$ cat src/rtl/adding_machine_fetch_pkg.sv
// Shared types and constants for the adding-machine operand-fetch stage.
// Holds the fetch FSM encoding, word-address width and default sizing.
package adding_machine_fetch_pkg;

    localparam int WADDR_W   = 30;
    localparam int DEF_DEPTH = 4;
    localparam int DEF_CNT_W = 16;

    typedef enum logic [1:0] {
        ST_IDLE  = 2'b00,
        ST_FETCH = 2'b01,
        ST_DRAIN = 2'b10
    } fetch_state_t;

    // Word-address increment; wraps from all-ones back to zero.
    function automatic logic [WADDR_W-1:0] adder30(input logic [WADDR_W-1:0] a);
        return a + 30'd1;
    endfunction

endpackage

$ cat src/rtl/adding_machine_fetch_sync_fifo.sv
// Synchronous FIFO with registered storage and occupancy; head is the oldest entry.
// Pushes into a full FIFO and pops from an empty FIFO are dropped.
module sync_fifo #(
    parameter int WIDTH = 32,
    parameter int DEPTH = 4
) (
    input  logic                     clk,
    input  logic                     rst_n,
    input  logic                     push,
    input  logic [WIDTH-1:0]         push_data,
    input  logic                     pop,
    output logic [WIDTH-1:0]         head,
    output logic                     full,
    output logic                     empty,
    output logic [$clog2(DEPTH):0]   level
);

    localparam int PTR_W = $clog2(DEPTH);
    localparam int LVL_W = PTR_W + 1;

    logic [WIDTH-1:0] mem_r [DEPTH];
    logic [PTR_W-1:0] wr_ptr_r;
    logic [PTR_W-1:0] rd_ptr_r;
    logic [LVL_W-1:0] level_r;
    logic             push_ok_s;
    logic             pop_ok_s;

    assign full      = (level_r == LVL_W'(DEPTH));
    assign empty     = (level_r == {LVL_W{1'b0}});
    assign push_ok_s = push && !full;
    assign pop_ok_s  = pop && !empty;
    assign head      = mem_r[rd_ptr_r];
    assign level     = level_r;

    // Entry storage
    always_ff @(posedge clk or negedge rst_n) begin
        if (!rst_n) begin
            for (int i = 0; i < DEPTH; i++) begin
                mem_r[i] <= {WIDTH{1'b0}};
            end
        end else if (push_ok_s) begin
            mem_r[wr_ptr_r] <= push_data;
        end
    end

    // Pointers and occupancy
    always_ff @(posedge clk or negedge rst_n) begin
        if (!rst_n) begin
            wr_ptr_r <= {PTR_W{1'b0}};
            rd_ptr_r <= {PTR_W{1'b0}};
            level_r  <= {LVL_W{1'b0}};
        end else begin
            if (push_ok_s) begin
                wr_ptr_r <= wr_ptr_r + PTR_W'(1);
            end
            if (pop_ok_s) begin
                rd_ptr_r <= rd_ptr_r + PTR_W'(1);
            end
            case ({push_ok_s, pop_ok_s})
                2'b10:   level_r <= level_r + LVL_W'(1);
                2'b01:   level_r <= level_r - LVL_W'(1);
                default: level_r <= level_r;
            endcase
        end
    end

endmodule

$ cat src/rtl/adding_machine_fetch.sv
// Operand-fetch stage: walks a word memory for a bounded burst, buffers words in a
// FIFO and streams them downstream over valid/ready, pulsing done when drained.
module adding_machine_fetch
    import adding_machine_fetch_pkg::*;
#(
    parameter int DEPTH = DEF_DEPTH,
    parameter int CNT_W = DEF_CNT_W
) (
    input  logic             clk,
    input  logic             reset,
    input  logic             start,
    input  logic [31:2]      base,
    input  logic [CNT_W-1:0] count,
    output logic [31:2]      mem_addr,
    input  logic [31:0]      mem_data,
    output logic [31:0]      out_data,
    output logic             out_valid,
    input  logic             out_ready,
    output logic             busy,
    output logic             done
);

    localparam int LVL_W = $clog2(DEPTH) + 1;
    localparam logic [CNT_W-1:0] CNT_ZERO = {CNT_W{1'b0}};
    localparam logic [CNT_W-1:0] CNT_ONE  = CNT_W'(1);
    localparam logic [LVL_W-1:0] LVL_ONE  = LVL_W'(1);

    fetch_state_t       state_r, state_s;
    logic [WADDR_W-1:0] addr_r, addr_s;
    logic [CNT_W-1:0]   remaining_r, remaining_s;
    logic               done_r, done_s;
    logic               busy_r;
    logic               push_s;
    logic               pop_s;
    logic               full_s;
    logic               empty_s;
    logic [LVL_W-1:0]   level_s;
    logic [31:0]        head_s;

    assign pop_s     = !empty_s && out_ready;
    assign mem_addr  = addr_r;
    assign out_data  = head_s;
    assign out_valid = !empty_s;
    assign busy      = busy_r;
    assign done      = done_r;

    sync_fifo #(
        .WIDTH (32),
        .DEPTH (DEPTH)
    ) u_fifo (
        .clk       (clk),
        .rst_n     (reset),
        .push      (push_s),
        .push_data (mem_data),
        .pop       (pop_s),
        .head      (head_s),
        .full      (full_s),
        .empty     (empty_s),
        .level     (level_s)
    );

    // Next-state, counter updates and push/done decisions
    always_comb begin
        state_s     = state_r;
        addr_s      = addr_r;
        remaining_s = remaining_r;
        push_s      = 1'b0;
        done_s      = 1'b0;
        case (state_r)
            ST_IDLE: begin
                if (start) begin
                    addr_s      = base;
                    remaining_s = count;
                    if (count == CNT_ZERO) begin
                        state_s = ST_DRAIN;
                    end else begin
                        state_s = ST_FETCH;
                    end
                end else begin
                    state_s = ST_IDLE;
                end
            end
            ST_FETCH: begin
                // Full is judged on registered occupancy, so a same-cycle pop never frees a slot.
                if (remaining_r == CNT_ZERO) begin
                    state_s = ST_DRAIN;
                end else if (!full_s) begin
                    push_s      = 1'b1;
                    addr_s      = adder30(addr_r);
                    remaining_s = remaining_r - CNT_ONE;
                    if (remaining_r == CNT_ONE) begin
                        state_s = ST_DRAIN;
                    end else begin
                        state_s = ST_FETCH;
                    end
                end else begin
                    state_s = ST_FETCH;
                end
            end
            ST_DRAIN: begin
                // done is raised the cycle the FIFO goes empty; the FSM leaves DRAIN after that pulse.
                done_s = !done_r && (empty_s || (level_s == LVL_ONE && pop_s));
                if (empty_s && done_r) begin
                    state_s = ST_IDLE;
                end else begin
                    state_s = ST_DRAIN;
                end
            end
            default: begin
                state_s = ST_IDLE;
            end
        endcase
    end

    // Control and status registers
    always_ff @(posedge clk or negedge reset) begin
        if (!reset) begin
            state_r     <= ST_IDLE;
            addr_r      <= {WADDR_W{1'b0}};
            remaining_r <= CNT_ZERO;
            done_r      <= 1'b0;
            busy_r      <= 1'b0;
        end else begin
            state_r     <= state_s;
            addr_r      <= addr_s;
            remaining_r <= remaining_s;
            done_r      <= done_s;
            busy_r      <= (state_s != ST_IDLE);
        end
    end

endmodule

$ cat config.mk
export PLATFORM = sky130hd
export DESIGN_NAME = adding_machine_fetch
export DESIGN_NICKNAME = d
export VERILOG_FILES = /design/src/rtl/adding_machine_fetch_pkg.sv /design/src/rtl/adding_machine_fetch_sync_fifo.sv /design/src/rtl/adding_machine_fetch.sv
export SDC_FILE = /design/constraint.sdc
export NUM_CORES = 1
export LEC_CHECK = 0
export CAP_MARGIN = 20
export CORE_UTILIZATION = 49
export CTS_CLUSTER_SIZE = 10
export DETAILED_ROUTE_END_ITERATION = 10
export PLACE_DENSITY = 0.83
export SLEW_MARGIN = 20
export SYNTH_ARGS = -nofsm -noshare
export SYNTH_HDL_FRONTEND = slang
export SYNTH_SLANG_ARGS = --single-unit
$ cat constraint.sdc
create_clock -name clk -period 2.23 [get_ports clk]
set_input_delay 0.446 -clock clk [delete_from_list [all_inputs] [get_ports clk]]
set_output_delay 0.446 -clock clk [all_outputs]
set_load 0.03 [all_outputs]
==> run summary <==
Outcome: finished, violations left
Failing checks: design-rule violations, negative setup slack
Hold Crit Class: reg2reg
Final setup margin: -0.121 ns
Leading post-synthesis cells by cell area: dfrtp_1 (51%), mux2_2 (15%), mux4_2 (7.9%)
Post-synthesis xor/xnor area fraction: 0.00577
Worst-margin pin slew: 0.583 ns
Die X: 138 um
Worst Hold Endpoint: done$_DFF_PN0_
First-pass GRT wire length: 40.0 mm
Post-synth top area share: 0.508
Max VDD drop: 0.00112 V
Clk pin slew, worst setup/hold paths: 0.07 ns
Initial DRC Count: 584
Skew-Pair Late Insertion Delay: 0.44 ns
Slowest stage delay, CP: 0.55 ns
Avg Cell Area, Syn: 12.5 um^2
Routed vias/inst: 6.20
Period utilization: 1.05
Top_reg_cell synth: dfrtp_1
Worst reg-to-reg setup slack: -0.12 ns
Flop pwr share: 0.295
Critical path cell sequence: or4_4 > nand4bb_4 > o21a_1 > buf_12 > nand3_4 > clkbuf_16 > mux2_4
Final WL: 27.5 mm
DIE AREA: 19100 um^2
Worst path arrival time: 2.66 ns
WP data required: 2.54 ns
Synth Area in Adders: 0.0165
CP max stage cell: or4_4
Layout net count: 1031
Syn Inst Count: 730
Count leader, synth: dfrtp_1
Crit path kind: reg2reg
Antenna-violating nets left: 0
Initial antenna violation count: 0
Proportion of layout cells with a drive suffix above 1: 0.359
Initial Util: 0.503
Number of H-tree levels: 4
Fin util: 0.712
Post-Place Setup Slack: -0.232 ns
Setup Skew: 0.0182 ns
Core area: 18100 um^2
Drt first pass iters: 11
#FFs+latches synth: 185
RSZ-0062 raised after global routing: true
Pint: 13.2 mW
Max frequency: 425 MHz
Post-synth EDFFs: 0
Clock Power Share: 0.141
Final hold vios: 0
NetSw: 8.86 mW
Gr ovfl total: 0
CP startpoint: remaining_r[6]$_DFFE_PN0P_
Max-slew headroom: 0.611
Area delta synth->final: 41.3%
Final setup viols: 148
Max cap viols: 0
Post-synthesis mux area share: 0.241
Largest net degree at the start of global routing: 51
GRT Util Overall: 0.268
Mapped cell area: 9100 um^2
Post-synth top cells: dfrtp_1 (185), mux2_2 (124), a21oi_1 (54)
Final min period: 2.35 ns
I/O pin count: 147
CTS root buffer: clkbuf_16
Detailed-route DRC error count: 22
Simple-gate portion of the synthesized area: 0.0879
Pwr dens: 1720 nW/um^2
Leakage power figure: 5.85 nW
Largest family of logic cells by synthesized area: multiplexers
Diodes inserted: 0
Vias in the first global route: 7276
Fin. max-slew vios: 0
Sequential fraction of the synthesis area: 0.508
CP Max Fanout: 8
Distinct cell type count of the synthesized netlist: 57
Crit-path leading delay family: simple AND/OR/NAND/NOR gates
Dpl hpwl: 15.1 mm
Via count: 7311
R2R depth: 7
Clk sink count: 185
Cts bufs inserted: 17
Comb power frac: 0.563
Reg2reg end: u_fifo.mem_r[1]$_DFFE_PN0P_
Complex-gate fraction of the synthesized area: 0.105
Hold Path Depth: 1
Min-delay src: done$_DFF_PN0_
WL per Instance: 23.4 um
Post-synth ARST share: 1.00
Startpoint types: flop
Site Rows: 49
CTS tree: done
Yosys warns: 0
# fillers: 1135
Buf/Inv on CP: 2
Worst r2r src: remaining_r[6]$_DFFE_PN0P_
Port bufs: 146
Crit end category: flop
Post-synth top area cell: dfrtp_1
Switching Fraction: 0.401
Post-synthesis net count: 824
GPL Wtd Cong: 0.904
Die height: 138 um
Maximum clock path buffer count: 2
worst reg2reg max path, delay by kind of cell (launching register included):
kind,cells,cell delay [ns]
compound gates,1,0.23
mux,1,0.31
flops,1,0.38
buf+inv,2,0.37
simple gates,3,0.94
flip-flops by register name, indices dropped and copies added (netlist names):
signal           flops
state_r              2
u_fifo.rd_ptr_r      2
u_fifo.mem_r       128
u_fifo.level         3
u_fifo.wr_ptr_r      2
busy                 1
mem_addr            30
done                 1
remaining_r         16
cell usage in the layout, fill, tap and decap left out, types with 3 or more instances in the layout:
master             n
dfrtp_1          183
mux2_4           120
clkdlybuf4s50_1  112
buf_4             59
a21oi_1           52
o21ai_0           40
buf_6             34
nor2_1            33
mux4_2            32
nand2_1           26
clkbuf_16         23
nand3_1           21
buf_12            17
o22a_1            13
nor4_1            11
inv_1              9
nor3_1             9
and3_1             9
nand4_1            9
ha_1               9
o22ai_1            8
a31oi_1            7
mux2_2             7
a2bb2oi_1          7
xnor2_1            5
a22oi_1            5
and4_1             4
nand3_4            4
inv_8              4
buf_8              4
nand2b_1           3
a41o_1             3
inv_6              3
power groups by stage:
stage	Clock (mW)	Sequential, mW	Combinational [mW]
floorplan	0	6.47	6.25
global placement	0	6.17	9.98
detailed placement	0	6.28	10.3
CTS	3.09	6.30	11.5
global route	3.29	6.64	13.1
finish	3.12	6.52	12.4
metrics by stage:
step | TNS, ns | cell area [um^2] | power [mW] | std cells | hold slack (ns)
floorplan | -0.0351 | 9120 | 12.7 | 730 | 0.150
global placement | -24.81 | 11200 | 16.2 | 1125 | 0.411
detailed placement | -27.90 | 11200 | 16.5 | 1125 | 0.414
CTS | -11.40 | 12400 | 20.9 | 1167 | 0.496
global route | -17.26 | 12900 | 23.1 | 1179 | 0.518
finish | -8.60 | 12900 | 22.1 | 1179 | 0.494
per-layer routing:
layer / GRT usage / part of all wire / vias up
li1: - / - / 3169
met1: 0.341 / 0.40 / 3694
met2: 0.446 / 0.50 / 383
met3: 0.0644 / 0.071 / 65
met4: 0.0976 / 0.028 / 0
met5: 0 / 0 / -
what timing repair did:
action | CTS | global route
setup endpoints to repair | 177 | 175
gates resized for setup | 121 | 72
setup buffers | 6 | 6
cloned | 3 | 8
pin swaps | 6 | 8
hold buffers | 1 | 0
hold endpoints to repair | 42 | 0
cells by family (layout without fill, tap and decap cells):
| kind of cell | after synthesis | after routing |
|---|---|---|
| AOI/OAI and AO/OA | 156 | 156 |
| xor gates and xnor gates | 6 | 6 |
| adders and majority gates | 12 | 12 |
| buffers and inverters | 59 | 279 |
| DFF | 185 | 185 |
| muxes | 163 | 163 |
| and+or+nand+nor | 149 | 149 |
worst max-delay path by stage:
stage | to | slack [ns] | cells after the start
floorplan | u_fifo.level[2]$_DFFE_PN0P_ | -0.04 | 9
global placement | u_fifo.mem_r[92]$_DFFE_PN0P_ | -0.20 | 7
detailed placement | u_fifo.mem_r[14]$_DFFE_PN0P_ | -0.23 | 9
CTS | u_fifo.mem_r[14]$_DFFE_PN0P_ | -0.14 | 7
global route | u_fifo.mem_r[1]$_DFFE_PN0P_ | -0.16 | 7
finish | u_fifo.mem_r[1]$_DFFE_PN0P_ | -0.12 | 7
final cells by class:
cell class / count / area [um^2] / share of cell area
multi-input cells: 486 / 4750 / 0.369
clock inverters: 13 / 150 / 0.0117
inverters: 11 / 41.3 / 0.00321
repair buffers: 236 / 2570 / 0.200
clock buffers: 19 / 443 / 0.0344
flip-flops and latches: 185 / 4630 / 0.360
well taps: 229 / 287 / 0.0223
No activity file was read; power rests on OpenSTA's default activity.
